File: config.mk
export PLATFORM = sky130hd
export DESIGN_NAME = subtrator_serial
export DESIGN_NICKNAME = d
export VERILOG_FILES = /design/src/rtl/subtrator_serial.sv
export SDC_FILE = /design/constraint.sdc
export NUM_CORES = 1
export LEC_CHECK = 0
export BUFFER_PORTS_ARGS = -buffer_cell sky130_fd_sc_hd__buf_2
export CORE_ASPECT_RATIO = 1.2
export CORE_UTILIZATION = 43
export CTS_CLUSTER_SIZE = 24
export DETAILED_ROUTE_END_ITERATION = 12
export SYNTH_ARGS = -nofsm -noshare
export SYNTH_HDL_FRONTEND = slang
export SYNTH_SLANG_ARGS = --single-unit
File: constraint.sdc
create_clock -name clk -period 4.6 [get_ports clk]
set_clock_uncertainty 0.05 [all_clocks]
set_input_delay 0.46 -clock clk [delete_from_list [all_inputs] [get_ports clk]]
set_output_delay 0.46 -clock clk [all_outputs]
set_load 0.01 [all_outputs]
File: src/rtl/subtrator_serial.sv
// Digit-serial add/subtract unit: DIGIT bits per cycle, LSB digit first, through
// one ripple slice and a registered borrow/carry; result lands after WIDTH/DIGIT edges.
module subtrator_serial #(
  parameter int WIDTH = 8,
  parameter int DIGIT = 1
) (
  input  logic             clk,
  input  logic             rst,
  input  logic             inicio,
  input  logic             modo,
  input  logic [WIDTH-1:0] a,
  input  logic [WIDTH-1:0] b,
  output logic             ocupado,
  output logic             pronto,
  output logic [WIDTH:0]   s,
  output logic             zero
);

  localparam int N  = WIDTH / DIGIT;
  localparam int CW = (N > 1) ? $clog2(N) : 1;

  localparam logic [0:0] OCIOSO = 1'b0;
  localparam logic [0:0] CALC   = 1'b1;

  // Handshake: inicio is taken only while ocupado=0; pronto pulses one cycle
  // when s/zero are updated, and inicio may be reasserted in that same cycle.
  logic [0:0]             state;
  logic [CW-1:0]          cnt;
  logic                   bc;
  logic                   modo_r;
  logic [WIDTH-1:0]       a_sr;
  logic [WIDTH-1:0]       b_sr;
  logic [WIDTH-1:0]       res_sr;
  logic [DIGIT:0]         slice;
  logic [WIDTH+DIGIT-1:0] res_cat;

  // Top bit of the (DIGIT+1)-bit slice is the carry in add mode and the sign
  // of the difference, i.e. the borrow, in subtract mode.
  always_comb begin
    slice = '0;
    if (modo_r)
      slice = {1'b0, a_sr[DIGIT-1:0]} + {1'b0, b_sr[DIGIT-1:0]} + {{DIGIT{1'b0}}, bc};
    else
      slice = {1'b0, a_sr[DIGIT-1:0]} - {1'b0, b_sr[DIGIT-1:0]} - {{DIGIT{1'b0}}, bc};
    res_cat = {slice[DIGIT-1:0], res_sr};
  end

  assign ocupado = (state == CALC);

  always_ff @(posedge clk) begin
    if (rst) begin
      state  <= OCIOSO;
      cnt    <= '0;
      bc     <= 1'b0;
      modo_r <= 1'b0;
      a_sr   <= '0;
      b_sr   <= '0;
      res_sr <= '0;
      s      <= '0;
      zero   <= 1'b0;
      pronto <= 1'b0;
    end else begin
      pronto <= 1'b0;
      if (state == OCIOSO) begin
        if (inicio) begin
          a_sr   <= a;
          b_sr   <= b;
          modo_r <= modo;
          bc     <= 1'b0;
          cnt    <= '0;
          state  <= CALC;
        end
      end else begin
        a_sr   <= a_sr >> DIGIT;
        b_sr   <= b_sr >> DIGIT;
        res_sr <= res_cat[WIDTH+DIGIT-1:DIGIT];
        bc     <= slice[DIGIT];
        cnt    <= cnt + 1'b1;
        if (cnt == CW'(N - 1)) begin
          s      <= {slice[DIGIT], res_cat[WIDTH+DIGIT-1:DIGIT]};
          zero   <= (res_cat[WIDTH+DIGIT-1:DIGIT] == '0);
          pronto <= 1'b1;
          cnt    <= '0;
          state  <= OCIOSO;
        end
      end
    end
  end

endmodule

### After elaboration in Yosys (flattened, before gate mapping)

Index checks and enable logic that the tools add are counted.
Widths: inputs -> output; s select.

| storage, ports and cells | value |
|---|---|
| bits in registers | 41 |
| latch bits | 0 |
| bits in writable memories | 0 |
| bits in read-only memories | 0 |
| input port bits | 20 |
| output and inout bits | 12 |
| word-level logic and storage cells | 39 |
| memories kept | 0 |

| cells by class | value |
|---|---|
| add/sub/neg operators | 5 |
| multiply operators | 0 |
| div/mod/pow operators | 0 |
| $lt $le $gt $ge | 0 |
| eq/ne operators | 1 |
| shift-type cells | 0 |
| multiplexer cells | 14 |
| bitwise gates (word level) | 1 |
| reductions and logical operators | 6 |

Operator list:

| operator | count |
|---|---|
| $mux 7 | 4 |
| $mux 3 | 3 |
| $logic_not 8->1 | 1 |
| $mux 1 | 6 |
| $reduce_and 2->1 | 2 |
| $reduce_or 2->1 | 2 |
| $add 3x1->3 const B | 1 |
| $eq 3x3->1 const B | 1 |
| $add 1x1->2 | 1 |
| $add 2x1->2 | 1 |
| $mux 2 | 1 |
| $reduce_bool 2->1 | 1 |
| $sub 1x1->2 | 1 |
| $sub 2x1->2 | 1 |
| $not 1->1 | 1 |

### Logic depth before layout (Yosys ltp)

| depth | value |
|---|---|
| word-level depth | 4 |
| depth in mapped cells | 6 |
| mapped depth without buffers | 5 |

### Least setup slack after synthesis

No wires, ideal clock.

| path | value |
|---|---|
| path type | register to register |
| start point | reg a_sr[0] |
| end point | reg zero |
| setup time | 0.071 ns |
| data arrival time | 1.353 ns |
| required time | 4.479 ns |
| slack | 3.127 ns |
| cell stages (with the launch flop) | 6 |
| path buffers | 0 |
| period minus slack after synthesis | 1.473 ns |
| path through | dfxtp_1 inv_1 fa_1 nor4b_1 nand3_1 a21oi_1 |

| between the ends | value |
|---|---|
| word-level cells in the longest chain between the ends | 4 |
| elaborated cells on any way between the ends | 6 |
| those cells by class | add/sub (4); mux (1); reduce/logical (1) |

RTL lines:

| item | line | RTL |
|---|---|---|
| start, declared | 31 | `logic [WIDTH-1:0] a_sr;` |
| start signal, assigned | 74 | `a_sr <= a_sr >> DIGIT;` |
| $sub 1x1->2 / $add 1x1->2 (equally long branches) | 44, 42 |  |
| $sub 2x1->2 / $add 2x1->2 (equally long branches) | 44, 42 |  |
| $mux 2 * | 41 | `if (modo_r)` |
| $logic_not 8->1 * | 81 | `zero <= (res_cat[WIDTH+DIGIT-1:DIGIT] == '0);` |
| end signal, assigned | 81 |  |
| end, declared | 16 | `output logic zero` |

Mark *: on every way between the ends. The rest lies on a longest branch, timed or not.
A chain may end at the register's enable or synchronous reset.

### Final worst setup path

| path | value |
|---|---|
| start point | reg state (netlist: ocupado) |
| end point | out ocupado |

RTL lines:

| item | line | RTL |
|---|---|---|
| start, declared | 27 | `logic [0:0] state;` |
| start signal, assigned | 52 | `state <= OCIOSO;` |
| start signal, assigned | 71 | `state <= CALC;` |
| start signal, assigned | 84 | `state <= OCIOSO;` |
| end, declared | 13 | `output logic ocupado,` |

No word-level cell between the ends.

==> qor.csv <==
metric,value,unit
Synth Area in Adders,0.0381,
initial antenna violation count,0,
Vias,1195,
Initial Util,0.459,
Leak,0.000851,uW
power per cell area,361,nW/um^2
fin nets,217,
Slew @ Worst Pin,753,ps
RSZ-0062 raised after global routing,false,
Synth Area in XOR/XNOR,0,
worst skew pair latency,280,ps
vias in the first global route,1081,
CTS Buf Count,5,
die width,59.5,um
largest net degree at the start of global routing,42,
wire per inst,11.6,um
Setup-failing EPs final,0,
Clock Path Buffers,2,
largest family of logic cells by synthesized area,multiplexers,
Via density,4.86,
Worst Setup Start Kind,flip-flop,
max_slew headroom,0.497,
layout cells sized above 1,0.284,
area share of the largest cell type after synthesis,0.469,
ANT cells,0,
#FFs+latches synth,40,
Filler cells,380,
synth unique cells,27,
GRT Total Usage,0.146,
NetSw,151,uW
crit-path cells,buf_2,
sequential power share,0.524,
Worst EP required,4090,ps
post-layout min period,1860,ps
sequential cell area fraction in the yosys report,0.469,
max incr delay on CP,810,ps
CTS tree,built,
"Slowest-stage cell, CP",dfxtp_1,
r2r setup slk,2910,ps
"EDFF count, synth",0,
Synth Area in Simple Gates,0.146,
port bufs,31,
hold buffer count at cts,0,
dpl hpwl,2030,um
post-synthesis cell area,1710,sq um
Switching Fraction,0.213,
Max Slew Vio Count,0,
worst hold margin,402,ps
RePlAce Congestion,0.712,
clock slew at reported path FFs,70,ps
antenna-violating nets left,0,
IR Drop Worst-Case VDD,0.190,mV
core area,3720,sq um
drt initial violations,18,
Synth async-reset ratio,0,
Layout area overhead,14.6,%
die area,4230,sq um
die height,71.0,um
Setup Crit Path Kind,flip-flop to primary output,
P_int,556,uW
# clock sinks,40,
combinational power share,0.091,
H-tree levels,2,
mux cell area share after synthesis,0.250,
post-synthesis compound-gate area fraction,0.0447,
commonest cells in the netlist,"40 x dfxtp_1, 28 x nor2_1, 25 x mux2i_1",
hold crit path type,flip-flop to flip-flop,
FMAX,0.538,GHz
Inst Count DP,238,
CP arrival,1350,ps
Initial DRT Pass Iterations,4,
total negative slack,0,ps
CP max FO,19,
Clock power frac,0.385,
"area leader, netlist",dfxtp_1,
root buf cell,clkbuf_8,
Finished Layout Cells,246,
Worst path top cell family by delay,flip-flops,
Total Power,706,uW
cell with the most instances after synthesis,dfxtp_1,
Worst Path Buf+Inv,1,
synth warn,0,
syn avg cell area,10.4,sq um
Final Hold Viols,0,
"Setup Fix Bufs, Post-CTS",0,
top post-synthesis cells by area,"dfxtp_1 47%, mux2i_1 15%, nor2_1 6.2%",
top_reg_cell synth,dfxtp_1,
Post-Synthesis Cells,165,
CP Capture Type,primary output,
Rows,24,
"Cell Area, Placed",1850,sq um
fin area,1960,sq um
I/O pins,32,
status,"complete, no violations",
crit share post-route,0.404,
syn nets,189,
DRC,0,
WL final,2850,um
global-route wire length before repair,4660,um
grt ovf,0,
post-cts gate resize count,0,
maxcap violations,0,
## routing by layer
| metal | vias up | wire length [um] | GRT usage |
|---|---|---|---|
| met4 | 0 | 31 | 0.0465 |
| met2 | 29 | 1430 | 0.248 |
| li1 | 611 | - | - |
| met1 | 551 | 1270 | 0.169 |
| met5 | - | 0 | 0 |
| met3 | 4 | 130 | 0.0494 |
## sequential cells by signal (all words and copies together), names as in the netlist, 3 cells and up
name	count
s	9
a_sr	8
b_sr	8
res_sr	7
cnt	3
## final cells by class
type	instances	area [sq um]	share of cell area
multi-input combinational	113	817	0.418
sequential	40	801	0.409
timing repair buffer	32	163	0.0831
clock buffer	6	72.6	0.0371
tap	52	65.1	0.0332
clock inverter	2	35.0	0.0179
inverter	1	3.75	0.00192
## path summary, 6_finish.rpt
kind	from	to	cells past startpoint
setup reg to reg	ocupado	s[8]	3
hold / removal	s[4]	s[4]	2
hold reg to reg	s[4]	s[4]	2
setup / recovery	ocupado	ocupado	1
## layout by cell type, fill, tap and decap left out, types with 2 or more instances in the layout
| cell | count |
|---|---|
| a211oi_1 | 2 |
| a21oi_1 | 9 |
| buf_2 | 31 |
| clkbuf_8 | 5 |
| dfxtp_1 | 40 |
| fa_1 | 2 |
| ha_1 | 2 |
| mux2_2 | 9 |
| mux2_4 | 5 |
| mux2i_1 | 25 |
| nand2_1 | 17 |
| nor2_1 | 28 |
| nor3_1 | 3 |
| nor4b_1 | 2 |
## power groups by stage
stage	logic, uW	clock network [uW]	registers, uW
floorplan	57.7	0	373
global placement	63.2	0	377
detailed placement	65.2	0	378
CTS	65.4	284	370
global route	71.4	295	372
finish	64.3	272	370
## through the flow
step | setup WS, ps | util
after floorplan | 3130 | -
after global placement | 2940 | 0.497
after detailed placement | 2900 | 0.497
after CTS | 2730 | 0.526
after global routing | 2670 | 0.526
final | 2740 | 0.526
## kinds of logic after synthesis
group           Yosys count
buf+inv                  12
compound gates           13
fa+ha+maj                 4
mux                      39
simple gates             57
flops                    40
Power figures use the tool's default switching activity.
